`src/rtl/seg_pkg.sv`:
```
`default_nettype none
// ============================================================================
// Package  : seg_pkg
// Brief    : Shared types and constants for the serial 7-segment controller.
// Revision : 1.0  initial release
// ============================================================================
package seg_pkg;

    localparam int FRAME_BITS = 64;

    typedef enum logic [2:0] {
        CLEAR    = 3'd0,
        IDLE     = 3'd1,
        LOAD     = 3'd2,
        SHIFT_LO = 3'd3,
        SHIFT_HI = 3'd4,
        DONE     = 3'd5
    } state_t;

    // Segment byte {dp, g, f, e, d, c, b, a}; entry 0 is the rightmost element.
    localparam logic [15:0][7:0] c_hex_seg = {
        8'h71, 8'h79, 8'h5E, 8'h39, 8'h7C, 8'h77, 8'h6F, 8'h7F,
        8'h07, 8'h7D, 8'h6D, 8'h66, 8'h4F, 8'h5B, 8'h06, 8'h3F
    };

endpackage
`default_nettype wire

```
`src/rtl/seg_hex_enc.sv`:
```
`default_nettype none
// ============================================================================
// Module   : seg_hex_enc
// Brief    : Combinational hex-digit to segment-byte encoder with blank/dp.
// Revision : 1.0  initial release
// ============================================================================
module seg_hex_enc
    import seg_pkg::*;
#(
    parameter bit ACTIVE_LOW = 1'b1
) (
    input  logic [3:0] i_digit,
    input  logic       i_dp,
    input  logic       i_blank,
    output logic [7:0] o_seg
);

    logic [7:0] w_raw;

    always_comb begin
        w_raw = i_blank ? 8'h00 : {i_dp, c_hex_seg[i_digit][6:0]};
        o_seg = ACTIVE_LOW ? ~w_raw : w_raw;
    end

endmodule
`default_nettype wire

```
`src/rtl/seg_serial_ctrl.sv`:
```
`default_nettype none
// ============================================================================
// Module   : seg_serial_ctrl
// Brief    : Encodes an 8-digit hex frame and shifts it to the external
//            7-segment shift register (SEGCLK/SEGCLR/SEGDT/SEGEN).
// Options  : SEG_REFRESH_EN - periodic re-shift of the last captured frame.
// Revision : 1.0  initial release
// ============================================================================
module seg_serial_ctrl
    import seg_pkg::*;
#(
    parameter int CLK_DIV        = 4,
    parameter int CLR_CYCLES     = 16,
    parameter int SEG_ACTIVE_LOW = 1,
    parameter int REFRESH_CYCLES = 1000000
) (
    input  logic        clk,
    input  logic        rst,
    input  logic        upd_valid,
    output logic        upd_ready,
    input  logic [31:0] upd_data,
    input  logic [7:0]  upd_dp,
    input  logic [7:0]  upd_blank,
    output logic        busy,
    output logic        SEGCLK,
    output logic        SEGCLR,
    output logic        SEGDT,
    output logic        SEGEN
);

    localparam int   CLR_W     = $clog2(CLR_CYCLES + 1);
    localparam int   DIV_W     = $clog2(CLK_DIV + 1);
    localparam logic c_seg_off = (SEG_ACTIVE_LOW != 0);

    state_t                  r_state, w_state_nxt;
    logic [CLR_W-1:0]        r_clr_cnt, w_clr_cnt_nxt;
    logic [DIV_W-1:0]        r_div_cnt, w_div_cnt_nxt;
    logic [5:0]              r_bit_cnt, w_bit_cnt_nxt;
    logic [FRAME_BITS-1:0]   r_shreg, w_shreg_nxt;
    logic [FRAME_BITS-1:0]   r_frame, w_frame_nxt;
    logic [FRAME_BITS-1:0]   w_enc_frame;
    logic                    r_segclk, w_segclk_nxt;
    logic                    r_segdt, w_segdt_nxt;
    logic                    r_segclr, w_segclr_nxt;
    logic                    r_segen, w_segen_nxt;
    logic                    r_ready, w_ready_nxt;
    logic                    w_div_end;
    logic                    w_refresh_due;

    // Digit 7 lands in the top byte so it leaves the shifter first.
    for (genvar i = 0; i < 8; i++) begin : g_enc
        seg_hex_enc #(
            .ACTIVE_LOW (SEG_ACTIVE_LOW != 0)
        ) u_enc (
            .i_digit (upd_data[4*i +: 4]),
            .i_dp    (upd_dp[i]),
            .i_blank (upd_blank[i]),
            .o_seg   (w_enc_frame[8*i +: 8])
        );
    end

`ifdef SEG_REFRESH_EN
    localparam int REF_W = $clog2(REFRESH_CYCLES + 1);
    logic [REF_W-1:0] r_ref_cnt;

    // Saturates so a period that expires mid-frame still fires once idle.
    always_ff @(posedge clk or posedge rst) begin
        if (rst) begin
            r_ref_cnt <= '0;
        end else if (r_state == DONE) begin
            r_ref_cnt <= '0;
        end else if (r_ref_cnt != REF_W'(REFRESH_CYCLES - 1)) begin
            r_ref_cnt <= r_ref_cnt + 1'b1;
        end
    end

    assign w_refresh_due = (r_ref_cnt == REF_W'(REFRESH_CYCLES - 1));
`else
    assign w_refresh_due = 1'b0 && (REFRESH_CYCLES > 0);
`endif

    always_ff @(posedge clk or posedge rst) begin
        if (rst) begin
            r_state   <= CLEAR;
            r_clr_cnt <= '0;
            r_div_cnt <= '0;
            r_bit_cnt <= '0;
            r_shreg   <= {FRAME_BITS{c_seg_off}};
            r_frame   <= {FRAME_BITS{c_seg_off}};
            r_segclk  <= 1'b0;
            r_segdt   <= 1'b0;
            r_segclr  <= 1'b0;
            r_segen   <= 1'b0;
            r_ready   <= 1'b0;
        end else begin
            r_state   <= w_state_nxt;
            r_clr_cnt <= w_clr_cnt_nxt;
            r_div_cnt <= w_div_cnt_nxt;
            r_bit_cnt <= w_bit_cnt_nxt;
            r_shreg   <= w_shreg_nxt;
            r_frame   <= w_frame_nxt;
            r_segclk  <= w_segclk_nxt;
            r_segdt   <= w_segdt_nxt;
            r_segclr  <= w_segclr_nxt;
            r_segen   <= w_segen_nxt;
            r_ready   <= w_ready_nxt;
        end
    end

    always_comb begin
        w_state_nxt   = r_state;
        w_clr_cnt_nxt = r_clr_cnt;
        w_div_cnt_nxt = r_div_cnt;
        w_bit_cnt_nxt = r_bit_cnt;
        w_shreg_nxt   = r_shreg;
        w_frame_nxt   = r_frame;
        w_segclr_nxt  = r_segclr;
        w_segen_nxt   = r_segen;
        w_div_end     = (r_div_cnt == DIV_W'(CLK_DIV - 1));

        case (r_state)
            CLEAR: begin
                if (r_clr_cnt == CLR_W'(CLR_CYCLES - 1)) begin
                    w_state_nxt  = IDLE;
                    w_segclr_nxt = 1'b1;
                    w_segen_nxt  = 1'b1;
                end else begin
                    w_clr_cnt_nxt = r_clr_cnt + 1'b1;
                end
            end
            IDLE: begin
                // A host request wins over a coincident refresh.
                if (upd_valid && r_ready) begin
                    w_frame_nxt = w_enc_frame;
                    w_state_nxt = LOAD;
                end else if (w_refresh_due) begin
                    w_state_nxt = LOAD;
                end
            end
            LOAD: begin
                w_shreg_nxt   = r_frame;
                w_bit_cnt_nxt = '0;
                w_div_cnt_nxt = '0;
                w_state_nxt   = SHIFT_LO;
            end
            SHIFT_LO: begin
                if (w_div_end) begin
                    w_div_cnt_nxt = '0;
                    w_state_nxt   = SHIFT_HI;
                end else begin
                    w_div_cnt_nxt = r_div_cnt + 1'b1;
                end
            end
            SHIFT_HI: begin
                if (w_div_end) begin
                    w_div_cnt_nxt = '0;
                    w_shreg_nxt   = {r_shreg[FRAME_BITS-2:0], 1'b0};
                    w_bit_cnt_nxt = r_bit_cnt + 1'b1;
                    w_state_nxt   = (r_bit_cnt == 6'(FRAME_BITS - 1)) ? DONE : SHIFT_LO;
                end else begin
                    w_div_cnt_nxt = r_div_cnt + 1'b1;
                end
            end
            DONE: begin
                w_state_nxt = IDLE;
            end
            default: begin
                w_state_nxt = CLEAR;
            end
        endcase

        // Pad outputs are registered from the next state so they change cleanly.
        w_ready_nxt  = (r_state == IDLE) && (w_state_nxt == IDLE);
        w_segclk_nxt = (w_state_nxt == SHIFT_HI);
        w_segdt_nxt  = ((w_state_nxt == SHIFT_LO) || (w_state_nxt == SHIFT_HI))
                       ? w_shreg_nxt[FRAME_BITS-1] : 1'b0;
    end

    assign upd_ready = r_ready;
    assign busy      = (r_state != IDLE);
    assign SEGCLK    = r_segclk;
    assign SEGDT     = r_segdt;
    assign SEGCLR    = r_segclr;
    assign SEGEN     = r_segen;

endmodule
`default_nettype wire

```
`config.mk`:
```
export PLATFORM = sky130hd
export DESIGN_NAME = seg_serial_ctrl
export DESIGN_NICKNAME = d
export VERILOG_FILES = /design/src/rtl/seg_pkg.sv /design/src/rtl/seg_hex_enc.sv /design/src/rtl/seg_serial_ctrl.sv
export SDC_FILE = /design/constraint.sdc
export NUM_CORES = 1
export LEC_CHECK = 0
export CORE_UTILIZATION = 40
export DETAILED_ROUTE_END_ITERATION = 8
export PLACE_DENSITY = 0.56
export SLEW_MARGIN = 20
export SYNTH_ARGS = -nofsm -noshare
export SYNTH_HDL_FRONTEND = slang
export SYNTH_SLANG_ARGS = --single-unit
```
`constraint.sdc`:
```
create_clock -name clk -period 5.5 [get_ports clk]
set_input_delay 0.825 -clock clk [delete_from_list [all_inputs] [get_ports clk]]
set_output_delay 0.825 -clock clk [all_outputs]
set_load 0.02 [all_outputs]
```
# ---- Word level (Yosys, flattened, before mapping)
# Memory sizes are Yosys's and may differ from the RTL's.
# Index checks and enable logic that the tools add are counted.
dict set report op_classes {
  add_sub_neg 3
  order_cmp 8
  eq_ne 13
  muxes 29
  n_bitwise 9
  n_reduce_logical 11
}
# op n
set ops {}
lappend ops {{$pmux W64 S2} 1}
lappend ops {{$mux W64} 1}
lappend ops {{$mux W8} 8}
lappend ops {{$not A8 Y8} 8}
lappend ops {{$mux W7} 8}
lappend ops {{$lt A4 B5 Y1 const B} 8}
lappend ops {{$mux W3} 6}
lappend ops {{$pmux W3 S6} 1}
lappend ops {{$eq A3 B2 Y1 const B} 4}
lappend ops {{$pmux W6 S2} 1}
lappend ops {{$eq A3 B3 Y1 const B} 3}
lappend ops {{$reduce_and A2 Y1} 4}
lappend ops {{$add A6 B1 Y6 const B} 1}
lappend ops {{$eq A3 B1 Y1 const B} 2}
lappend ops {{$eq A6 B6 Y1 const B} 1}
lappend ops {{$mux W6} 1}
lappend ops {{$pmux W3 S2} 1}
lappend ops {{$add A5 B1 Y5 const B} 1}
lappend ops {{$eq A5 B4 Y1 const B} 1}
lappend ops {{$reduce_bool A2 Y1} 2}
lappend ops {{$add A3 B1 Y3 const B} 1}
lappend ops {{$logic_not A3 Y1} 1}
lappend ops {{$ne A3 B1 Y1 const B} 1}
lappend ops {{$logic_and A1 B1 Y1} 2}
lappend ops {{other kinds (5)} 5}
dict set report totals {
  reg_bits 149
  romBits 1024
  input_bits 51
  output_inout_bits 6
  wordCells 92
  n_memories 8
}
# name words width read_ports rd_ports_with_merged_regs wr line
set memory_table {}
lappend memory_table {{(no name shown)} 16 8 1 0 0 seg_hex_enc.sv:21} ;# w_raw = i_blank ? 8'h00 : {i_dp, c_hex_seg[i_digit][6:0]};
lappend memory_table {{(no name shown)} 16 8 1 0 0 seg_hex_enc.sv:21}
lappend memory_table {{(no name shown)} 16 8 1 0 0 seg_hex_enc.sv:21}
lappend memory_table {{(no name shown)} 16 8 1 0 0 seg_hex_enc.sv:21}
lappend memory_table {{(no name shown)} 16 8 1 0 0 seg_hex_enc.sv:21}
lappend memory_table {{(no name shown)} 16 8 1 0 0 seg_hex_enc.sv:21}
lappend memory_table {{+2 memories} n/a n/a n/a n/a n/a n/a}

# ---- Logic depth before layout (Yosys ltp)
# Gate-level depths: netlist of the first run.
dict set report depth {
  depth_word 7
  ltp_mapped 6
  depth_no_buf 6
}

# ---- Cells and area by module
# From an unflattened synthesis of the first run, not the netlist that was laid out.
dict set report unflattened {
  hier_cells 744
  hier_area_um2 8597.0
}
# module n_inst cells_each area_per_inst_um2 seq_area_each_um2
set by_module_without_submodules {}
lappend by_module_without_submodules {seg_serial_ctrl 1 471 6475.0 3888.7}
lappend by_module_without_submodules {{seg_hex_enc (g_enc[0].u_enc ...)} 7 34 265.3 0.0}
lappend by_module_without_submodules {{seg_hex_enc (g_enc[2].u_enc)} 1 35 265.3 0.0}

# ---- Least setup slack after synthesis of the first run
# OpenSTA, ideal clock, no wires.
dict set report synth_path {
  path_type {input to register}
  from {in upd_data[11]}
  to {reg r_frame[22]}
  setup_time_ns 0.086
  t_arrival_ns 1.781
  required_ns 5.414
  slack_ns 3.633
  stages 4
  path_buffers 1
  cell_sequence {buf_1 mux2_2 a221oi_1 a21oi_1}
}
dict set report synth_via {
  elab_chain_cells 4
}
# item line
set synth_rtl {}
lappend synth_rtl {{from (decl)} seg_serial_ctrl.sv:21} ;# input logic [31:0] upd_data,
lappend synth_rtl {{$mem_v2 Z16 W8} n/a}
lappend synth_rtl {{$mux W7 (implied by the code)} seg_hex_enc.sv:21}
lappend synth_rtl {{$mux W8} seg_hex_enc.sv:21}
lappend synth_rtl {{$not A8 Y8} seg_hex_enc.sv:22} ;# o_seg = ACTIVE_LOW ? ~w_raw : w_raw;
lappend synth_rtl {{to (signal assigned)} seg_serial_ctrl.sv:89} ;# r_frame <= {FRAME_BITS{c_seg_off}};
lappend synth_rtl {{to (signal assigned)} seg_serial_ctrl.sv:101} ;# r_frame <= w_frame_nxt;
lappend synth_rtl {{to (decl)} seg_serial_ctrl.sv:40} ;# logic [FRAME_BITS-1:0] r_frame, w_frame_nxt;
# Every way passes these cells. The select of a mux whose other input is x is not followed.
# A chain may end at the register's enable or synchronous reset.

# ---- Final worst setup path of the first run
dict set report layout_path {
  from {reg r_state[0]}
  to {out busy}
}
dict set report layout_via {
  elab_chain_cells 1
}
# item line
set layout_rtl {}
lappend layout_rtl {{from (decl)} seg_serial_ctrl.sv:35} ;# state_t r_state, w_state_nxt;
lappend layout_rtl {{from (signal assigned)} seg_serial_ctrl.sv:96} ;# r_state <= w_state_nxt;
lappend layout_rtl {{$ne A3 B1 Y1} seg_serial_ctrl.sv:180} ;# assign busy = (r_state != IDLE);
lappend layout_rtl {{to (decl)} seg_serial_ctrl.sv:24} ;# output logic busy,
# Every way passes these cells.

==> flow_summary_export.csv, run 1 <==
group,metric,value,unit
place,dp_cells,1048,
critical_path,critPathLaunchType,"flip-flop",
die,floorplan.io_pins,57,
routing,wl,19780,um
critical_path,cp_slowest_cell,"dfrtp_1",
yosys,synth_top_area_share,40.14,%
global_route,grt_usage,19.35,%
yosys,synth_compound_area_share,21.76,%
yosys,synth_most_common_cell,"dfstp_2",
finish,num-fill-cells,1853,
yosys,yosys-top-cells-count,"dfstp_2, and3_1, a221o_1, a21oi_1, a31oi_1",
power,p_leak,4.143,nW
global_route,grt_max_degree,108,
sta,fin_crit_sh,56.47,%
routing,vias,6395,
global_route,antenna_found_initial,0,
yosys,ys_seq_area_share,46.41,%
worst_hold_path,min_to,"r_shreg[0]$_DFFE_PP1P_",
yosys,synth_nets,876,
sta,rsz0062_at_grt,"false",
power,power_density,506.4,nW/um2
yosys,async_reset_ff_share,100.0,%
critical_path,worstSetupPathType,"reg -> out",
finish,stdcell_count,1080,
finish,final_layout_size_suffix_gt1_share,25.19,%
critical_path,end_kind,"output pin",
clock_network,cts_tree,"built",
critical_path,crit_required,4680,ps
global_route,grt_pass1_wl,33760,um
critical_path,reg2reg_from,"r_state[1]$_DFF_PP0_",
critical_path,r2r_slack,2630,ps
yosys,synthDistinctLibCells,53,
yosys,synth_edf_count,0,
finish,areaGrowthSynthToFinish,15.32,%
power,ir_worst_vdd,247.5,uV
critical_path,path_max_fanout,19,
clock_network,ctsResizeCount,0,
run,cap_viol_max_count,0,
die,core_area,20360,um2
worst_hold_path,worstHoldPathType,"reg -> reg",
critical_path,path_cells,"nor3b_4 > inv_2 > clkdlybuf4s50_1",
finish,final_area,9663,um2
finish,finalNetCount,892,
place,dp_hpwl,12370,um
power,p_sw_share,32.86,%
sta,tightest_slew,951.6,ps
sta,finalCriticalPeriod,3106,ps
status,outcome,"finished, final reports clean",
routing,via_per_inst,5.921,
yosys,yosys.area_share.simple,12.66,%
critical_path,rr_endpoint,"r_shreg[13]$_DFFE_PP1P_",
clock_network,cts.reportedPaths.clkPinSlew,60,ps
yosys,synth_top_cell_by_area,"dfstp_2",
die,start_util,41.15,%
die,fp-row-count,52,
sta,finalSetupTns,0,ps
sta,setup_violations,0,
yosys,synth_ff_type,"dfstp_2",
sta,max_clock_freq,321.9,MHz
routing,ant_nets,0,
routing,route.detailed.drc,0,
clock_network,htreeDepth,4,
power,power,4.894,mW
routing,wl_per_cell,18.31,um
critical_path,cpPeakStageDelay,770,ps
worst_hold_path,holdPathStages,2,
yosys,synth_seq_cells,149,
yosys,yosys-top-cells-area,"dfstp_2, a221o_1, ha_1",
clock_network,cts_hold_buf,0,
clock_network,root_buffer,"clkbuf_16",
power,p_seq_share,46.1,%
sta,clock_skew,8.394,ps
power,power_switching,1.608,mW
global_route,globalRouteOverflowTotal,0,
finish,antennaDiodeCount,0,
yosys,ys_warn_count,0,
global_route,grt_pass1_vias,6528,
worst_hold_path,hp-start,"r_shreg[0]$_DFFE_PP1P_",
sta,slew_viol_final,0,
clock_network,cts_buffer_depth,2,
power,power_frac_comb,30.9,%
die,die_y,146.7,um
yosys,synth_area,8379,um2
clock_network,cts_sinks,149,
critical_path,crit_buf_inv,2,
yosys,synthXorXnorAreaFrac,0.3136,%
clock_network,insertion_delay,410,ps
place,portBuffers,56,
critical_path,cp.arrival,2280,ps
sta,relSlewSlack,36.56,%
die,die_x,146.7,um
yosys,synthAdderAreaFrac,6.570,%
critical_path,crit_family,"flip-flops",
critical_path,worstRegToRegCells,5,
yosys,synthMuxAreaShare,6.704,%
routing,dr.pass1.iters,5,
power,p_int,3.286,mW
sta,finalHoldViolations,0,
yosys,syn_inst,781,
clock_network,numCtsBuffers,17,
die,dieArea,21530,um2
power,clkPwrFrac,22.9,%
yosys,synth_top_family_by_area,"compound AO/OA/AOI/OAI gates",
clock_network,post_cts_buffers,0,
place,gp_congestion,0.8445,
place,dpl_cell_area,9086,um2
routing,drt_iter0_drc,457,
sta,hold_ws,480.2,ps
yosys,syn_area_per_cell,10.73,um2
-- worst register-to-register path: cells and delay by family (launching register included) --
family	cells	cell delay, ps
AO/OA/AOI/OAI	2	1020
buffers and inverters	2	900
flip-flops	1	610
AND/OR/NAND/NOR	1	270
-- state kept, by name, summed over array words and instances, names as in the netlist --
name	flops
r_frame	64
r_shreg	64
r_bit_cnt	6
r_clr_cnt	5
r_div_cnt	3
r_state	3
SEGCLK	1
SEGDT	1
SEGEN	1
upd_ready	1
-- cell type report --
type                       instances  area [um2]  area share, %
multi-input combinational        518        4058          41.99
sequential                       149        3889          40.24
timing repair buffer              64       620.6          6.422
clock buffer                      20       446.7          4.623
tap                              270       337.8          3.496
inverter                          47       181.4          1.878
clock inverter                    12       130.1          1.347
-- cells by family after synthesis --
family / after synthesis
multiplexers: 44
XOR/XNOR: 3
AND/OR/NAND/NOR: 184
adder cells (fa/ha/maj): 44
AO/OA/AOI/OAI: 243
flip-flops: 149
buffers and inverters: 114
-- power by group through the flow --
stage	clock network, mW	registers [mW]	logic (mW)
4_1_cts	1.15	2.25	1.53
6_report	1.12	2.26	1.51
5_1_grt	1.20	2.32	1.68
2_1_floorplan	0	2.13	1.17
3_5_place_dp	0	2.25	1.52
3_3_place_gp	0	2.25	1.46
-- per-stage QoR --
stage / setup slack, ps / util, %
after global routing: 2276 / 47.45
after CTS: 2375 / 47.45
final: 2394 / 47.45
after floorplan: 878.8 / -
after global placement: 2315 / 44.62
after detailed placement: 2307 / 44.62
-- worst max path at each step --
stage | startpoint | endpoint | slack (ps) | cells past startpoint
2_1_floorplan | rst | SEGCLK$_DFF_PP0_ | 880 | 1
3_3_place_gp | upd_valid | r_frame[8]$_DFFE_PP1P_ | 2320 | 5
3_5_place_dp | upd_valid | r_frame[0]$_DFFE_PP1P_ | 2310 | 5
4_1_cts | r_state[0]$_DFF_PP0_ | busy | 2380 | 3
5_1_grt | r_state[0]$_DFF_PP0_ | busy | 2280 | 3
6_report | r_state[0]$_DFF_PP0_ | busy | 2390 | 3
-- per-layer routing --
metal  share of wire (%)  vias up  track usage (%)
li1                    -     3010                -
met1                  48     3242            26.49
met2                  48      128            31.35
met3                 3.0       15            3.261
met4                 1.2        0            5.833
met5                   0        -                0
-- cell usage in the layout (no fill, tap or decap), drive strengths merged, types with 15 or more instances in the layout --
cell type        n
nor3            17
a21oi           57
dfstp          128
and3            65
inv             48
a221o           62
a31oi           48
nor2            30
clkbuf          20
clkdlybuf4s50   56
nand3           15
dfrtp           21
nor2b           29
mux2            17
mux2i           19
ha              44
No activity file was read; power rests on OpenSTA's default activity.
==> run 2: changes to the inputs <==
Settings changed: PLACE_DENSITY 0.56 to 0.58.
Clock period 5.5 ns to 2.7 ns, I/O delays scaled along.
==> flow_summary_export.csv, run 2 (synthesis gave the netlist of run 1 again) <==
group,metric,value,unit
finish,finalNetCount,900,
global_route,grt_max_degree,71,
finish,final_common_cell,"dfstp_2",
place,dp_hpwl,12960,um
sta,finalHoldViolations,0,
critical_path,critPathLaunchType,"flip-flop",
sta,setup_violations,0,
clock_network,post_cts_buffers,0,
routing,vias,6449,
sta,fin_crit_sh,91.49,%
die,fp-row-count,52,
die,start_util,41.15,%
power,ir_worst_vdd,513.0,uV
sta,tightest_slew,621.6,ps
worst_hold_path,worstHoldPathType,"reg -> reg",
place,portBuffers,56,
sta,finalSetupTns,0,ps
die,die_y,146.7,um
finish,multiInputGateArea,4058,um2
routing,dr.pass1.iters,5,
routing,met1_length,9169,um
finish,final_cell_mix,"dfstp_2, and3_1, a221o_1",
routing,route.detailed.drc,0,
routing,wl_per_cell,18.51,um
power,p_leak,4.240,nW
critical_path,worstSetupPathType,"reg -> out",
clock_network,cts_buffer_depth,2,
clock_network,htreeDepth,4,
clock_network,cts_tree,"built",
global_route,grt_pass1_vias,6550,
sta,clock_skew,6.648,ps
finish,num-fill-cells,1815,
finish,areaGrowthSynthToFinish,17.44,%
global_route,grt_pass1_wl,33470,um
critical_path,crit_required,2300,ps
routing,met3_length,1032,um
routing,drt_iter0_drc,455,
run,cap_viol_max_count,0,
finish,final_layout_size_suffix_gt1_share,25.67,%
power,p_sw_share,32.49,%
power,power_density,1044,nW/um2
die,die_x,146.7,um
finish,fin_util,48.32,%
finish,top_regs,"r_frame: 64 flops, r_shreg: 64 flops, r_bit_cnt: 6 flops",
global_route,globalRouteOverflowTotal,0,
status,outcome,"finished, final reports clean",
critical_path,path_max_fanout,16,
routing,route.met2.wl,9700,um
critical_path,end_kind,"output pin",
sta,finalCriticalPeriod,2470,ps
die,core_area,20360,um2
place,gp_congestion,0.9080,
sta,relSlewSlack,58.56,%
clock_network,cts.reportedPaths.clkPinSlew,60,ps
clock_network,ctsResizeCount,0,
place,dpl_cell_area,9245,um2
clock_network,cts_sinks,149,
power,power,10.27,mW
power,power_frac_comb,31.9,%
global_route,antenna_found_initial,0,
clock_network,root_buffer,"clkbuf_16",
critical_path,cp.arrival,2070,ps
die,dieArea,21530,um2
finish,seqCellArea,3889,um2
power,p_int,6.934,mW
clock_network,numCtsBuffers,17,
power,power_switching,3.337,mW
routing,top_layer_used,"met4",
routing,wl,20160,um
finish,final_area,9841,um2
clock_network,insertion_delay,430,ps
sta,max_clock_freq,404.8,MHz
routing,via_per_inst,5.922,
sta,rsz0062_at_grt,"false",
global_route,grt_usage,19.43,%
die,floorplan.io_pins,57,
clock_network,cts_hold_buf,0,
sta,slew_viol_final,0,
power,clkPwrFrac,23.4,%
power,p_seq_share,44.8,%
routing,ant_nets,0,
-- run 2: cell type report --
cell class | instances | area share, %
Clock inverter | 9 | 1.271
Tap cell | 270 | 3.433
Sequential cell | 149 | 39.52
Antenna cell | 1 | 0.02543
Timing Repair Buffer | 72 | 7.934
Multi-Input combinational cell | 518 | 41.23
Inverter | 47 | 1.831
Clock buffer | 23 | 4.755
-- run 2: per-layer routing --
metal	track usage, %	up-vias
li1	-	3016
met5	0	-
met3	4.068	23
met2	31.40	169
met1	25.87	3241
met4	6.615	0
-- run 2: metrics by stage --
stage / std cells / setup WS [ps] / hold slack [ps]
after global placement: 1056 / 616.3 / 459.6
after floorplan: 781 / 524.5 / 438.8
after CTS: 1088 / 221.6 / 473.7
after global routing: 1088 / 151.8 / 498.7
final: 1089 / 229.8 / 470.7
after detailed placement: 1056 / 557.6 / 461.0
-- run 2: power by group through the flow --
stage | Clock (mW) | Sequential [mW] | Combinational, mW
2_1_floorplan | 0 | 4.35 | 2.39
6_report | 2.40 | 4.60 | 3.27
4_1_cts | 2.45 | 4.59 | 3.28
3_5_place_dp | 0 | 4.59 | 3.28
5_1_grt | 2.55 | 4.73 | 3.60
3_3_place_gp | 0 | 4.58 | 3.16
-- run 2: worst max-delay path, cell delays in order, from the launching register on --
cell             delay [ps]
dfrtp_1                 600
nor3b_4                 360
inv_2                   110
clkdlybuf4s50_1         560
-- run 2: path summary, 6_finish.rpt --
check                                         start                       end  slack, ps  depth (start not counted)
min reg2reg                r_clr_cnt[3]$_DFFE_PP0P_  r_clr_cnt[3]$_DFFE_PP0P_        470                          1
max                            r_state[1]$_DFF_PP0_                      busy        230                          3
max in group asynchronous                       rst   r_shreg[49]$_DFFE_PP1P_       1540                          3
min in group asynchronous                       rst    r_frame[9]$_DFFE_PP1P_        620                          2
min                        r_clr_cnt[3]$_DFFE_PP0P_  r_clr_cnt[3]$_DFFE_PP0P_        470                          1
max reg2reg                    r_state[1]$_DFF_PP0_   r_frame[32]$_DFFE_PP1P_        660                          6
==> run 3: changes to the inputs <==
Settings changed: GPL_ROUTABILITY_DRIVEN set to 0.
==> results of run 3 <==
Final layout, timing and power as in run 2 (identical DEF).
